[config.mk]
export PLATFORM = sky130hd
export DESIGN_NAME = sysout_seg7_scan
export DESIGN_NICKNAME = d
export VERILOG_FILES = /design/src/rtl/seg7_pkg.sv /design/src/rtl/hex_to_seg7.sv /design/src/rtl/sysout_seg7_scan.sv
export SDC_FILE = /design/constraint.sdc
export NUM_CORES = 1
export LEC_CHECK = 0
export ABC_AREA = 1
export CAP_MARGIN = 10
export CORE_MARGIN = 5
export CORE_UTILIZATION = 64
export CTS_BUF_LIST = sky130_fd_sc_hd__clkbuf_8
export DETAILED_ROUTE_END_ITERATION = 16
export DONT_BUFFER_PORTS = 1
export GPL_TIMING_DRIVEN = 0
export PLACE_DENSITY = 0.8
export SYNTH_ARGS = -nofsm -noshare
export SYNTH_HDL_FRONTEND = slang
export SYNTH_SLANG_ARGS = --single-unit
[constraint.sdc]
create_clock -name clk -period 6.2 [get_ports clk]
set_input_delay 0.62 -clock clk [delete_from_list [all_inputs] [get_ports clk]]
set_output_delay 0.62 -clock clk [all_outputs]
set_load 0.01 [all_outputs]
[src/rtl/seg7_pkg.sv]
// ============================================================================
// Module   : seg7_pkg
// Purpose  : Shared constants for the 8-digit hex 7-segment scanner.
// Revision : 1.0  initial release
// ============================================================================
`default_nettype none

package seg7_pkg;

  localparam int NUM_DIGITS = 8;
  localparam int IDX_W      = 3;

  localparam logic [6:0] SEG_BLANK = 7'h7F;

  // Active-low {g,f,e,d,c,b,a} glyphs; element [n] is the glyph for nibble n.
  localparam logic [15:0][6:0] HEX_GLYPH = {
    7'h0E, 7'h06, 7'h21, 7'h46, 7'h03, 7'h08, 7'h10, 7'h00,
    7'h78, 7'h02, 7'h12, 7'h19, 7'h30, 7'h24, 7'h79, 7'h40
  };

endpackage

`default_nettype wire

[src/rtl/hex_to_seg7.sv]
// ============================================================================
// Module   : hex_to_seg7
// Purpose  : Combinational nibble to active-low 7-segment glyph decoder.
// Revision : 1.0  initial release
// ============================================================================
`default_nettype none

module hex_to_seg7
  import seg7_pkg::*;
(
  input  logic [3:0] nibble,
  output logic [6:0] seg
);

  assign seg = HEX_GLYPH[nibble];

endmodule

`default_nettype wire

[src/rtl/sysout_seg7_scan.sv]
// ============================================================================
// Module   : sysout_seg7_scan
// Purpose  : Captures the CPU sysout word and time-multiplexes it onto an
//            8-digit common-anode display with leading-zero blanking.
// Revision : 1.0  initial release
// ============================================================================
`default_nettype none

module sysout_seg7_scan
  import seg7_pkg::*;
#(
  parameter int CLK_DIV = 100000
) (
  input  logic                  clk,
  input  logic                  rst,
  input  logic [31:0]           data_in,
  input  logic                  load,
  input  logic                  blank_lz,
  input  logic                  dp_flag,
  output logic [NUM_DIGITS-1:0] an,
  output logic [6:0]            seg,
  output logic                  dp
);

  localparam int CNT_W = $clog2(CLK_DIV);
  localparam logic [CNT_W-1:0] c_cnt_last = CNT_W'(CLK_DIV - 1);

  logic [CNT_W-1:0] r_cnt;
  logic [31:0]      r_pend;
  logic [31:0]      r_shown;
  logic             r_pend_valid;
  logic [IDX_W-1:0] r_idx;
  logic             r_armed;
  logic             r_blank;
  logic             r_dpf;
  logic             r_upd;

  logic             w_tick;
  logic [31:0]      w_upper;
  logic             w_blank_dig;
  logic [6:0]       w_glyph;

  assign w_tick = (r_cnt == c_cnt_last);

  always_ff @(posedge clk or posedge rst) begin
    if (rst) begin
      r_cnt        <= '0;
      r_pend       <= '0;
      r_pend_valid <= 1'b0;
      r_shown      <= '0;
      r_idx        <= '0;
      r_armed      <= 1'b0;
      r_blank      <= 1'b0;
      r_dpf        <= 1'b1;
      r_upd        <= 1'b0;
    end else begin
      r_cnt <= w_tick ? '0 : r_cnt + 1'b1;
      r_upd <= w_tick;
      if (w_tick) begin
        // The old pending word commits now; a same-cycle load waits for the next tick.
        if (r_pend_valid) begin
          r_shown      <= r_pend;
          r_pend_valid <= 1'b0;
        end
        if (r_armed) r_idx <= r_idx + 1'b1;
        else         r_armed <= 1'b1;
        r_blank <= blank_lz;
        r_dpf   <= dp_flag;
      end
      if (load) begin
        r_pend       <= data_in;
        r_pend_valid <= 1'b1;
      end
    end
  end

  // Nibbles at and above the active digit; zero means this digit is a leading zero.
  assign w_upper     = r_shown >> {r_idx, 2'b00};
  assign w_blank_dig = r_blank && (r_idx != '0) && (w_upper == 32'd0);

  hex_to_seg7 u_hex (
    .nibble (w_upper[3:0]),
    .seg    (w_glyph)
  );

  always_ff @(posedge clk or posedge rst) begin
    if (rst) begin
      an  <= '1;
      seg <= SEG_BLANK;
      dp  <= 1'b1;
    end else if (r_upd) begin
      an  <= w_blank_dig ? '1 : ~(NUM_DIGITS'(1) << r_idx);
      seg <= w_blank_dig ? SEG_BLANK : w_glyph;
      dp  <= !((r_idx == '0) && !r_dpf);
    end
  end

endmodule

`default_nettype wire

======== Word-level counts from Yosys, hierarchy flattened ========
Memories as Yosys holds them, arrays and structs flattened.
Index checks and enable logic that the tools add are counted.
cells by class
  eq/ne operators ......................... 1
  shifts and indexed selects .............. 2
  bitwise operators ....................... 1
  magnitude comparators ................... 1
  reduce and logical (&&, ||, !) cells .... 11
  multiplexer cells ....................... 6
  add/sub/neg operators ................... 2
operators by type and width
  cell                                                                  number
  32-bit logical NOT                                                    1
  32-bit by 5-bit >> shifter with 32-bit output                         1
  17-bit by 1-bit adder with 17-bit output, second input constant       1
  17-bit equality test, second input constant                           1
  17-bit 2-to-1 mux                                                     1
  7-bit 2-to-1 mux                                                      2
  8-bit 2-to-1 mux                                                      1
  8-bit inverter                                                        1
  1-bit by 3-bit << shifter with 8-bit output, first input constant     1
  4-bit by 5-bit < comparator with 1-bit output, second input constant  1
  2-bit AND reduction                                                   2
  3-bit by 1-bit adder with 3-bit output, second input constant         1
  1-bit logical AND                                                     3
  3-bit logical NOT                                                     1
  3-bit nonzero test                                                    1
  1-bit logical NOT                                                     2
  1-bit 2-to-1 mux                                                      2
  2-bit nonzero test                                                    1
storage, ports and cells
  bits in registers ....................... 105
  logic and storage cells ................. 37
  output and inout port bits .............. 16
  memories kept ........................... 1
  memory bits (read-only) ................. 112
  input bits .............................. 37
memory list
  memory           words  bits a word  rd ports  clocked after memory_dff  write ports  RTL line           text
  (no name shown)  16     7            1         0                         0            hex_to_seg7.sv:15  assign seg = HEX_GLYPH[nibble];

======== Depth between registers and ports, before layout ========
Gate-level depths: netlist of run 1.
  word-level depth ........................ 4
  depth in mapped cells ................... 17
  depth with buffers taken out ............ 16

======== Modules after synthesis ========
From an unflattened synthesis of run 1, not the netlist that was laid out.
unflattened totals
  cell total of the unflattened synthesis .. 686
  area total of the unflattened synthesis .. 5388.9 µm²
by module, submodules not included
  module            area an instance (µm²)  cells an instance  sequential area each (µm²)  instances
  sysout_seg7_scan  5114.9                  637                2648.8                      1
  hex_to_seg7       274.0                   49                 0.0                         1

======== Worst setup path before layout of run 1 ========
Ideal clock, no wire load.
  path kind ............................... register to register
  start ................................... register r_idx[1]
  end ..................................... register an[3]
  library setup time ...................... 0.073 ns
  stages on the path, launching flop included .. 15
  buffers on the path ..................... 2
  required time ........................... 6.127 ns
  arrival time ............................ 2.005 ns
  slack ................................... 4.122 ns
  period minus slack after synthesis ...... 2.078 ns
  cells stage by stage .................... dfrtp_1 buf_2 inv_2 buf_2 nand3_1 nand2_1 nand2_1 nand2_1 ha_1 nand2_1 a21oi_1 nand4_1 nor2_1 nand3_2 a21oi_1
between the ends
  cells in the longest elaborated chain, start to end .. 4
  elaborated cells between the ends (all ways) .. 8
  those cells by class .................... shift (2); mux (1); bitwise (1); reduce/logical (4)
RTL lines
  what                                                                                 RTL line                                        text
  start, declared                                                                      sysout_seg7_scan.sv:32                          logic [IDX_W-1:0] r_idx;
  start signal, assigned                                                               sysout_seg7_scan.sv:65                          if (r_armed) r_idx <= r_idx + 1'b1;
  32-bit by 5-bit >> shifter with 32-bit output or 3-bit nonzero test (tied branches)  sysout_seg7_scan.sv:78, sysout_seg7_scan.sv:79
  32-bit logical NOT or 1-bit logical AND (tied branches)                              sysout_seg7_scan.sv:79                          assign w_blank_dig = r_blank && (r_idx != '0) && (w_upper == 32'd0);
  1-bit logical AND                                                                    sysout_seg7_scan.sv:79
  8-bit 2-to-1 mux *                                                                   sysout_seg7_scan.sv:92                          an <= w_blank_dig ? '1 : ~(NUM_DIGITS'(1) << r_idx);
  end signal, assigned                                                                 sysout_seg7_scan.sv:92
  end, declared                                                                        sysout_seg7_scan.sv:20                          output logic [NUM_DIGITS-1:0] an,
Mark *: on every way between the ends. The rest lies on a longest branch, timed or not.
A chain may end at the register's enable or synchronous reset.

======== Worst setup path after layout of run 1 ========
  start ................................... register r_idx[1]
  end ..................................... register seg[4]
between the ends
  cells in the longest elaborated chain, start to end .. 4
  elaborated cells between the ends (all ways) .. 8
  those cells by class .................... shift (1); mux (2); reduce/logical (4); memory (1)
RTL lines
  what                                                                                 RTL line                                        text
  32-bit by 5-bit >> shifter with 32-bit output or 3-bit nonzero test (tied branches)  sysout_seg7_scan.sv:78, sysout_seg7_scan.sv:79
  memory read 16 x 7 bit, or another cell as far along                                 --
  7-bit 2-to-1 mux (not written as such) or 1-bit logical AND (tied branches)          hex_to_seg7.sv:15, sysout_seg7_scan.sv:79
  7-bit 2-to-1 mux *                                                                   sysout_seg7_scan.sv:93                          seg <= w_blank_dig ? SEG_BLANK : w_glyph;
  end signal, assigned                                                                 sysout_seg7_scan.sv:93
  end, declared                                                                        sysout_seg7_scan.sv:21                          output logic [6:0] seg,
Mark *: on every way between the ends. The rest lies on a longest branch, timed or not. The select of a mux whose other input is x is not followed.

==> results.py, run 1 <==
metrics = {
    "sta": {
        "max_freq_mhz": 390,
        "fin_crit_sh_pct": 41.4,
        "setup_viol": 0,
        "skew_ns": 0.0155,
        "fin_setup_tns_ns": 0,
        "hold_viol_final": 0,
        "fin_ws_ns": 3.63,
        "max-slew-margin-rel_pct": 68.8,
        "drv_slew": 0,
        "worst_slew_pin_slew_ns": 0.468,
        "rsz0062_at_grt": "no",
        "fin_crit_ns": 2.57,
    },
    "route": {
        "ant_nets": 0,
        "wl_met1_mm": 5.24,
        "vias": 4504,
        "met2_length_mm": 5.20,
        "drt_wl_total_mm": 11.3,
        "wl_per_cell_microns": 13.6,
        "via_per_inst": 5.42,
        "drcViolationCount": 0,
        "first_pass_iters": 5,
        "first_iter_violations": 300,
        "maxUsedRoutingLayer": "met4",
        "wl_met3_microns": 716,
    },
    "setup_path": {
        "startpoint_type": "flip-flop",
        "critical_path_required_ns": 6.50,
        "crit-reg2reg-launch": "r_idx[1]",
        "slowest_delay_ns": 0.41,
        "crit_top_cell": "nand2_1",
        "slowest_stage": "dfrtp_1",
        "crit_start": "r_idx[1]",
        "path_max_fanout": 11,
        "path_class": "flip-flop to flip-flop",
        "cp_cell_sequence": "buf_2 > inv_2 > buf_2 > nand3_1 > nand2_1 > nand2_1 > nand2_1 > ha_1 > nand2_1 > a21oi_1 > nand4_1 > nor2_1 > nand3_2 > a21oi_1",
        "endpoint_kind": "flip-flop",
        "crit_arrival_ns": 2.87,
    },
    "cells_and_area": {
        "final_area_sq_mm": 0.00577,
        "syn2layout_area_growth_pct": 6.62,
        "nNetsFinal": 771,
        "n_antenna_cell": 0,
        "fillers": 689,
        "drive_gt1_share_pct": 9.50,
    },
    "synth": {
        "netlist_instances": 709,
        "synth_edf_count": 0,
        "ys_types": 34,
        "synthTopCellsByArea": "dfrtp_1 41%, nand2_1 16%, dfstp_2 8.3%",
        "syn_avg_cell_area_sq_um": 7.63,
        "yosysSeqAreaShare_pct": 49.0,
        "synth-seq-cells": 105,
        "syn_nets": 759,
        "synth_area_leader_cell": "dfrtp_1",
        "yosys.cell_count.top_type": "nand2_1",
        "ys.flop_type": "dfrtp_1",
        "synth_top_cell_area_share_pct": 40.7,
        "synth_common_cells": "226 x nand2_1, 88 x dfrtp_1, 88 x inv_1, 68 x o21ai_0, 55 x nor2_1",
        "yosysWarnings": 0,
        "syn_area_sq_mm": 0.00541,
        "ys_async_sr_fraction_pct": 100,
    },
    "placed_design": {
        "placed_cell_area_sq_mm": 0.00557,
        "io_buffers": 0,
        "dp_hpwl_mm": 8.48,
        "gp_congestion": 0.905,
        "place_ws_ns": 3.68,
    },
    "floorplanning": {
        "dieWidth_microns": 102,
        "dieArea_sq_mm": 0.0104,
        "fp.coreArea_sq_mm": 0.00822,
        "pin_count": 53,
        "die_y_microns": 102,
        "rows": 33,
        "initial_core_util_pct": 65.8,
    },
    "global_route": {
        "grt_first_pass_wirelength_mm": 19.9,
        "grt_pass1_vias": 4267,
        "antenna_found_initial": 0,
        "grt_max_degree": 69,
        "globalRoute.totalOverflow": 0,
        "grt.total_usage_pct": 23.8,
    },
    "clock_network": {
        "cts.clk_slew.worst_paths_ns": 0.11,
        "cts_hold_buf": 0,
        "cts_tree": "built",
        "clock_path_buffers": 2,
        "clock_latency_ns": 0.38,
        "ctsResizeCount": 0,
        "clock-sinks": 105,
        "root_buffer": "clkbuf_8",
        "cts_buffers": 9,
        "h-tree-depth": 3,
        "post_cts_buffers": 0,
    },
    "hold_path": {
        "min_path_type": "primary input to async pin",
    },
    "power": {
        "power.leakage_nw": 2.87,
        "worst_ir_drop_vdd_mv": 0.166,
        "p_per_area_mw_per_mm2": 203,
    },
    "run_status": {
        "status": "completed",
    },
    "job": {
        "max_cap_viol_count": 0,
    },
}
==> worst max-delay path: cells and delay by family, from the launching register on <==
kind,cells,cell delay (ns)
buf+inv,3,0.62
fa+ha+maj,1,0.21
compound gates,2,0.36
simple gates,8,0.88
flops,1,0.41
==> kinds of logic (layout without fill, tap and decap cells) <==
logic type               after synthesis  in the layout  synth area share [%]
flip-flops                           105            105                  49.0
XOR/XNOR                               2              2                 0.324
AND/OR/NAND/NOR                      359            359                  27.9
adder cells (fa/ha/maj)               13             13                  3.01
AO/OA/AOI/OAI                        112            112                  10.8
buffers and inverters                118            135                  9.02
==> layer usage <==
layer	vias to the layer above	track usage, %
met5	-	0
met4	0	6.26
met3	16	5.60
met2	129	37.0
met1	2107	34.1
li1	2252	-
==> power by group <==
group	internal, mW	switching, mW	total [mW]
logic	0.0114	0.0347	0.0462
registers	0.703	0.00475	0.708
clock network	0.157	0.258	0.415
total	0.872	0.297	1.17
==> path summary, 6_finish.rpt <==
kind                                to  slack [ns]  depth (start not counted)
min reg2reg                      r_dpf        0.47                          2
min                           r_cnt[9]        0.12                          1
max reg2reg                     seg[4]        3.63                         14
max in group asynchronous  r_shown[26]        5.39                          2
min in group clk                 r_dpf        0.33                          2
max                             seg[4]        3.63                         14
==> cells in the final DEF (no fill, tap or decap), types with 3 or more instances in the layout <==
cell type,count
ha_1,13
inv_6,3
inv_1,87
dfrtp_1,88
nor4_1,3
clkbuf_1,13
nor2_1,55
a31oi_1,3
nand2_2,7
nor3_1,4
nand2_1,226
nand4_1,4
clkbuf_8,9
nand3_1,47
inv_2,3
o21ai_1,12
dfstp_2,17
buf_6,4
o21ai_0,68
a21oi_1,23
buf_2,9
==> registers in the layout (all words and copies together), names as in the netlist, 3 cells and up <==
name,count
r_shown,32
r_idx,3
seg,7
r_pend,32
r_cnt,17
an,8
==> final cells by class <==
cell class              instances  area [sq um]  area share, %
plain buffers                  27           146           2.54
clock buffers                   9           124           2.15
clock inverters                 7          72.6           1.26
inverters                      91           344           5.97
multi-input cells             486          2270           39.4
flip-flops and latches        105          2650           45.9
well taps                     105           131           2.28
repair buffers                  1          27.5          0.477
==> stage by stage <==
step                      power, mW  std cells  utilization (%)  hold WS (ns)
after floorplan               0.753        709                -         0.433
after global placement        0.763        814             67.4         0.452
after detailed placement      0.769        815             67.8         0.459
after CTS                      1.18        831             70.2         0.128
after global routing           1.22        831             70.2         0.140
final                          1.17        831             70.2         0.118
(Power assumes the default switching activity.)
==> run 2, diff against run 1 <==
clock period = 2.4 ns   (was 6.2 ns; I/O delays follow)
==> run 2 against run 1 <==
Clock skew rose by 0.0025 ns. Die area unchanged. Clock power increased to 2.7 times the previous value. First-iteration DRC count rose by 9.0%. Wire length is 8.9% higher. Global-route usage is 1.5 points higher. Maximum frequency grew 15%. Largest power group unchanged.
==> results.py, run 2 (same netlist as run 1, synthesis figures left out) <==
metrics = {
    "sta": {
        "fin_crit_ns": 2.24,
        "fin_crit_sh_pct": 93.3,
        "worst_slew_pin_slew_ns": 0.631,
        "hold_viol_final": 0,
        "max-slew-margin-rel_pct": 57.8,
        "fin_setup_tns_ns": 0,
        "drv_slew": 0,
        "fin_hold_ws_ns": 0.0154,
        "fin_ws_ns": 0.161,
        "skew_ns": 0.0180,
        "max_freq_mhz": 447,
        "setup_viol": 0,
    },
    "setup_path": {
        "cp_cell_sequence": "clkbuf_4 > inv_4 > buf_6 > nand3_1 > nand2_1 > nand2_1 > nand2_2 > ha_2 > nand2_1 > a21oi_2 > nand4_1 > nor2_1 > nand3_2 > a21oi_1",
        "path_max_fanout": 11,
        "crit_arrival_ns": 2.54,
        "endpoint": "seg[1]",
        "endpoint_kind": "flip-flop",
        "critical_path_required_ns": 2.71,
        "startpoint_type": "flip-flop",
        "path_class": "flip-flop to flip-flop",
        "crit-reg2reg-launch": "r_idx[1]",
        "r2r_slack_ns": 0.16,
        "crit_start": "r_idx[1]",
        "reg2regPathDepth": 14,
        "slowest_delay_ns": 0.42,
        "crit_top_cell": "nand2_1",
        "r2r_end": "seg[1]",
        "slowest_stage": "dfrtp_1",
    },
    "floorplanning": {
        "dieArea_sq_mm": 0.0104,
        "initial_core_util_pct": 65.8,
        "rows": 33,
        "fp.coreArea_sq_mm": 0.00822,
        "die_y_microns": 102,
        "pin_count": 53,
        "dieWidth_microns": 102,
    },
    "global_route": {
        "grt_pass1_vias": 4678,
        "grt_use_met3_pct": 4.44,
        "grt_first_pass_wirelength_mm": 21.3,
        "antenna_found_initial": 0,
        "busiest_layer": "met2",
        "globalRoute.totalOverflow": 0,
        "use_met1_pct": 34.3,
        "grt.total_usage_pct": 25.4,
        "grt_max_degree": 47,
        "met2_usage_pct": 42.5,
    },
    "power": {
        "p_sw_share_pct": 26.4,
        "p_per_area_mw_per_mm2": 508,
        "power.leakage_nw": 3.04,
        "power_mw": 3.14,
        "power_switching_uw": 828,
        "p_int_mw": 2.31,
        "pwr-share-seq_pct": 58.3,
        "power.share.clock_pct": 36.4,
        "pwr-share-comb_pct": 5.4,
        "worst_ir_drop_vdd_mv": 0.449,
    },
    "route": {
        "vias": 4769,
        "via_per_inst": 5.49,
        "ant_nets": 0,
        "wl_per_cell_microns": 14.2,
        "drt_wl_total_mm": 12.3,
        "drcViolationCount": 0,
        "first_iter_violations": 327,
        "first_pass_iters": 7,
    },
    "cells_and_area": {
        "syn2layout_area_growth_pct": 14.3,
        "nNetsFinal": 808,
        "final_area_sq_mm": 0.00618,
        "utilization_pct": 75.3,
        "n_antenna_cell": 0,
        "largestRegisters": "r_pend: 32 flops, r_shown: 32 flops, r_cnt: 17 flops",
        "finalNonFillerCells": 868,
        "drive_gt1_share_pct": 10.6,
        "layout_commonest_cell": "nand2_1",
        "final_cell_mix": "224 x nand2_1, 87 x inv_1, 87 x dfrtp_1, 68 x o21ai_0, 55 x nor2_1",
    },
    "clock_network": {
        "clock_path_buffers": 2,
        "clock-sinks": 105,
        "root_buffer": "clkbuf_8",
        "clock_latency_ns": 0.38,
        "h-tree-depth": 3,
        "cts_tree": "built",
        "cts.clk_slew.worst_paths_ns": 0.12,
        "cts_buffers": 9,
    },
    "placed_design": {
        "gp_congestion": 0.910,
        "placed_cell_area_sq_mm": 0.00558,
        "io_buffers": 0,
        "dp_hpwl_mm": 8.73,
        "dp_cells": 816,
        "place_ws_ns": -0.151,
    },
    "run_status": {
        "status": "completed",
    },
    "hold_path": {
        "min_path_type": "primary input to flip-flop",
    },
    "job": {
        "max_cap_viol_count": 0,
    },
}
[run 2: final cells by class]
type | count | area [sq um]
sequential | 105 | 2650
fill | 601 | 2030
buffer | 26 | 158
clock buffer | 9 | 124
multi-input combinational | 486 | 2290
inverter | 91 | 348
clock inverter | 7 | 90.1
timing repair buffer | 39 | 395
tap | 105 | 131
[run 2: how the worst min path moves through the flow]
stage,start,to,slack (ns),cells past startpoint
5_1_grt,data_in[2],r_pend[2],0.02,2
3_5_place_dp,rst,r_cnt[15],0.23,1
6_report,data_in[15],r_pend[15],0.02,2
4_1_cts,data_in[2],r_pend[2],0.005,2
3_3_place_gp,dp_flag,r_dpf,0.34,2
2_1_floorplan,dp_flag,r_dpf,0.34,2
[run 2: power by group through the flow]
| stage | Combinational, mW | Sequential (mW) | Clock [mW] |
|---|---|---|---|
| after floorplan | 0.0860 | 1.86 | 0 |
| after global placement | 0.111 | 1.86 | 0 |
| after detailed placement | 0.127 | 1.86 | 0 |
| after CTS | 0.168 | 1.83 | 1.16 |
| after global routing | 0.194 | 1.83 | 1.24 |
| final | 0.168 | 1.83 | 1.14 |
[run 2: layer usage]
metal / wire (microns) / vias to the layer above
met5: 0 / -
met3: 803 / 25
met2: 5990 / 190
met1: 5310 / 2222
met4: 198 / 0
li1: - / 2332
[run 2: critical path: cells and delay by family (launching register included)]
| kind | cells | cell delay [ns] |
|---|---|---|
| adders and majority gates | 1 | 0.20 |
| buffers and inverters | 3 | 0.49 |
| DFF | 1 | 0.42 |
| and+or+nand+nor | 8 | 0.75 |
| AOI/OAI and AO/OA | 2 | 0.32 |
[run 2: what timing repair did]
action	CTS	global route
resized for setup	3	9
endpoints found under the setup margin	14	14
endpoints found under the hold margin	42	0
hold buffers	31	0
pin swaps	0	3
setup buffers	0	6
==> run 3, diff against run 2 <==
CORE_ASPECT_RATIO = 1.4   (was not set)
==> run 3 against run 2 <==
Power rose by 1.4%. Flip-flop and latch count unchanged. Setup slack better by 0.044 ns. Via count up 0.46%. Sequential power about the same. Maximum frequency rose by 2.0%. Non-clock buffer count increased by 1. Clock-buffer cell count stayed put. Clock power rose by 4%. Utilization is 0.75 points higher. Largest power group unchanged. Cell count decreased by 0.12%.
==> results.py, run 3 (same netlist as run 1, synthesis figures left out) <==
metrics = {
    "route": {
        "ant_nets": 0,
        "first_pass_iters": 7,
        "via_per_inst": 5.53,
        "drt_wl_total_mm": 13.6,
        "vias": 4791,
        "drcViolationCount": 0,
        "first_iter_violations": 274,
        "wl_per_cell_microns": 15.6,
    },
    "sta": {
        "max_freq_mhz": 456,
        "hold_viol_final": 0,
        "fin_setup_tns_ns": 0,
        "worst_slew_pin_slew_ns": 0.583,
        "max-slew-margin-rel_pct": 61.1,
        "fin_crit_sh_pct": 91.5,
        "fin_crit_ns": 2.20,
        "drv_slew": 0,
        "setup_viol": 0,
        "skew_ns": 0.0165,
    },
    "global_route": {
        "globalRoute.totalOverflow": 0,
        "grt_pass1_vias": 4806,
        "antenna_found_initial": 0,
        "grt_max_degree": 47,
        "grt_first_pass_wirelength_mm": 22.6,
        "grt.total_usage_pct": 27.6,
    },
    "floorplanning": {
        "pin_count": 53,
        "dieWidth_microns": 87.7,
        "initial_core_util_pct": 66.0,
        "die_y_microns": 119,
        "dieArea_sq_mm": 0.0104,
        "fp.coreArea_sq_mm": 0.00820,
        "rows": 39,
    },
    "cells_and_area": {
        "final_cell_mix": "223 x nand2_1, 87 x inv_1, 87 x dfrtp_1, 68 x o21ai_0, 54 x nor2_1",
        "drive_gt1_share_pct": 11.4,
        "nNetsFinal": 809,
        "largestRegisters": "r_pend: 32 flops, r_shown: 32 flops, r_cnt: 17 flops",
        "layout_commonest_cell": "nand2_1",
        "syn2layout_area_growth_pct": 15.2,
        "finalNonFillerCells": 867,
    },
    "setup_path": {
        "critPathTopFamily": "simple AND/OR/NAND/NOR gates",
        "slowest_stage": "dfrtp_1",
        "crit_top_cell": "nand2_1",
        "startpoint_type": "flip-flop",
        "path_class": "flip-flop to flip-flop",
        "path_max_fanout": 11,
        "endpoint_kind": "flip-flop",
        "r2r_slack_ns": 0.20,
        "slowest_delay_ns": 0.40,
        "cp_cell_sequence": "buf_4 > inv_8 > buf_8 > nand3_1 > nand2_1 > nand2_1 > nand2_2 > ha_2 > nand2_1 > a21oi_2 > nand4_1 > nor2_2 > nand3_4 > a21oi_2",
        "crit_arrival_ns": 2.51,
        "critical_path_required_ns": 2.72,
        "path_buf_inv": 3,
    },
    "placed_design": {
        "io_buffers": 0,
        "gp_congestion": 0.880,
        "dp_hpwl_mm": 9.16,
        "dp_cells": 813,
    },
    "job": {
        "max_cap_viol_count": 0,
    },
    "run_status": {
        "status": "completed",
    },
    "clock_network": {
        "cts_tree": "built",
        "clock_latency_ns": 0.38,
        "clock-sinks": 105,
        "root_buffer": "clkbuf_8",
        "cts.clk_slew.worst_paths_ns": 0.11,
        "cts_buffers": 9,
        "h-tree-depth": 3,
        "clock_path_buffers": 2,
    },
    "power": {
        "worst_ir_drop_vdd_mv": 0.498,
        "power_mw": 3.18,
        "power.leakage_nw": 3.05,
        "p_per_area_mw_per_mm2": 511,
    },
    "hold_path": {
        "min_path_type": "primary input to flip-flop",
    },
}
run 3: final timing paths:
check,to,start,cells after the start
worst max register to register,seg[4],r_idx[1],14
min in group asynchronous,r_pend[12],rst,2
worst min-delay path,r_pend[10],data_in[10],2
worst max-delay path,seg[4],r_idx[1],14
worst min register to register,r_dpf,r_dpf,2
max in group asynchronous,seg[4],rst,3
run 3: stage by stage:
stage                     hold WS, ns  worst slack [ns]  util, %  instance area [sq um]
final                          0.0210             0.205     76.0                   6230
after global routing           0.0261           -0.0125     76.0                   6230
after CTS                     0.00499          0.000596     74.8                   6130
after detailed placement        0.201            -0.183     68.1                   5580
after global placement          0.342            -0.113     67.6                   5540
after floorplan                 0.335             0.322        -                   5410
run 3: layer usage:
metal	up-vias	share of wire (%)	GRT usage [%]
met5	-	0	0
met4	0	3.2	11.3
met3	38	4.2	5.08
met2	136	53	46.1
met1	2281	40	34.6
li1	2336	-	-
run 3: area by class of cell:
type / count / area [sq um]
flip-flops and latches: 105 / 2650
multi-input cells: 486 / 2310
fillers: 609 / 1970
repair buffers: 40 / 408
inverters: 91 / 353
plain buffers: 26 / 158
well taps: 102 / 128
clock buffers: 9 / 124
clock inverters: 7 / 95.1
diodes: 1 / 2.50
run 3: repair_timing:
item | in CTS | in global routing
hold endpoints to repair | 56 | 1
setup buffers | 0 | 5
gates cloned | 0 | 0
endpoints found under the setup margin | 14 | 14
gates resized for setup | 4 | 18
hold buffers | 32 | 1
pin swaps | 0 | 6
run 3: report_power, final:
group / total [mW] / switching (mW) / internal [mW]
Sequential: 1.83 / 0.0135 / 1.82
Combinational: 0.176 / 0.109 / 0.0670
Clock: 1.18 / 0.663 / 0.515
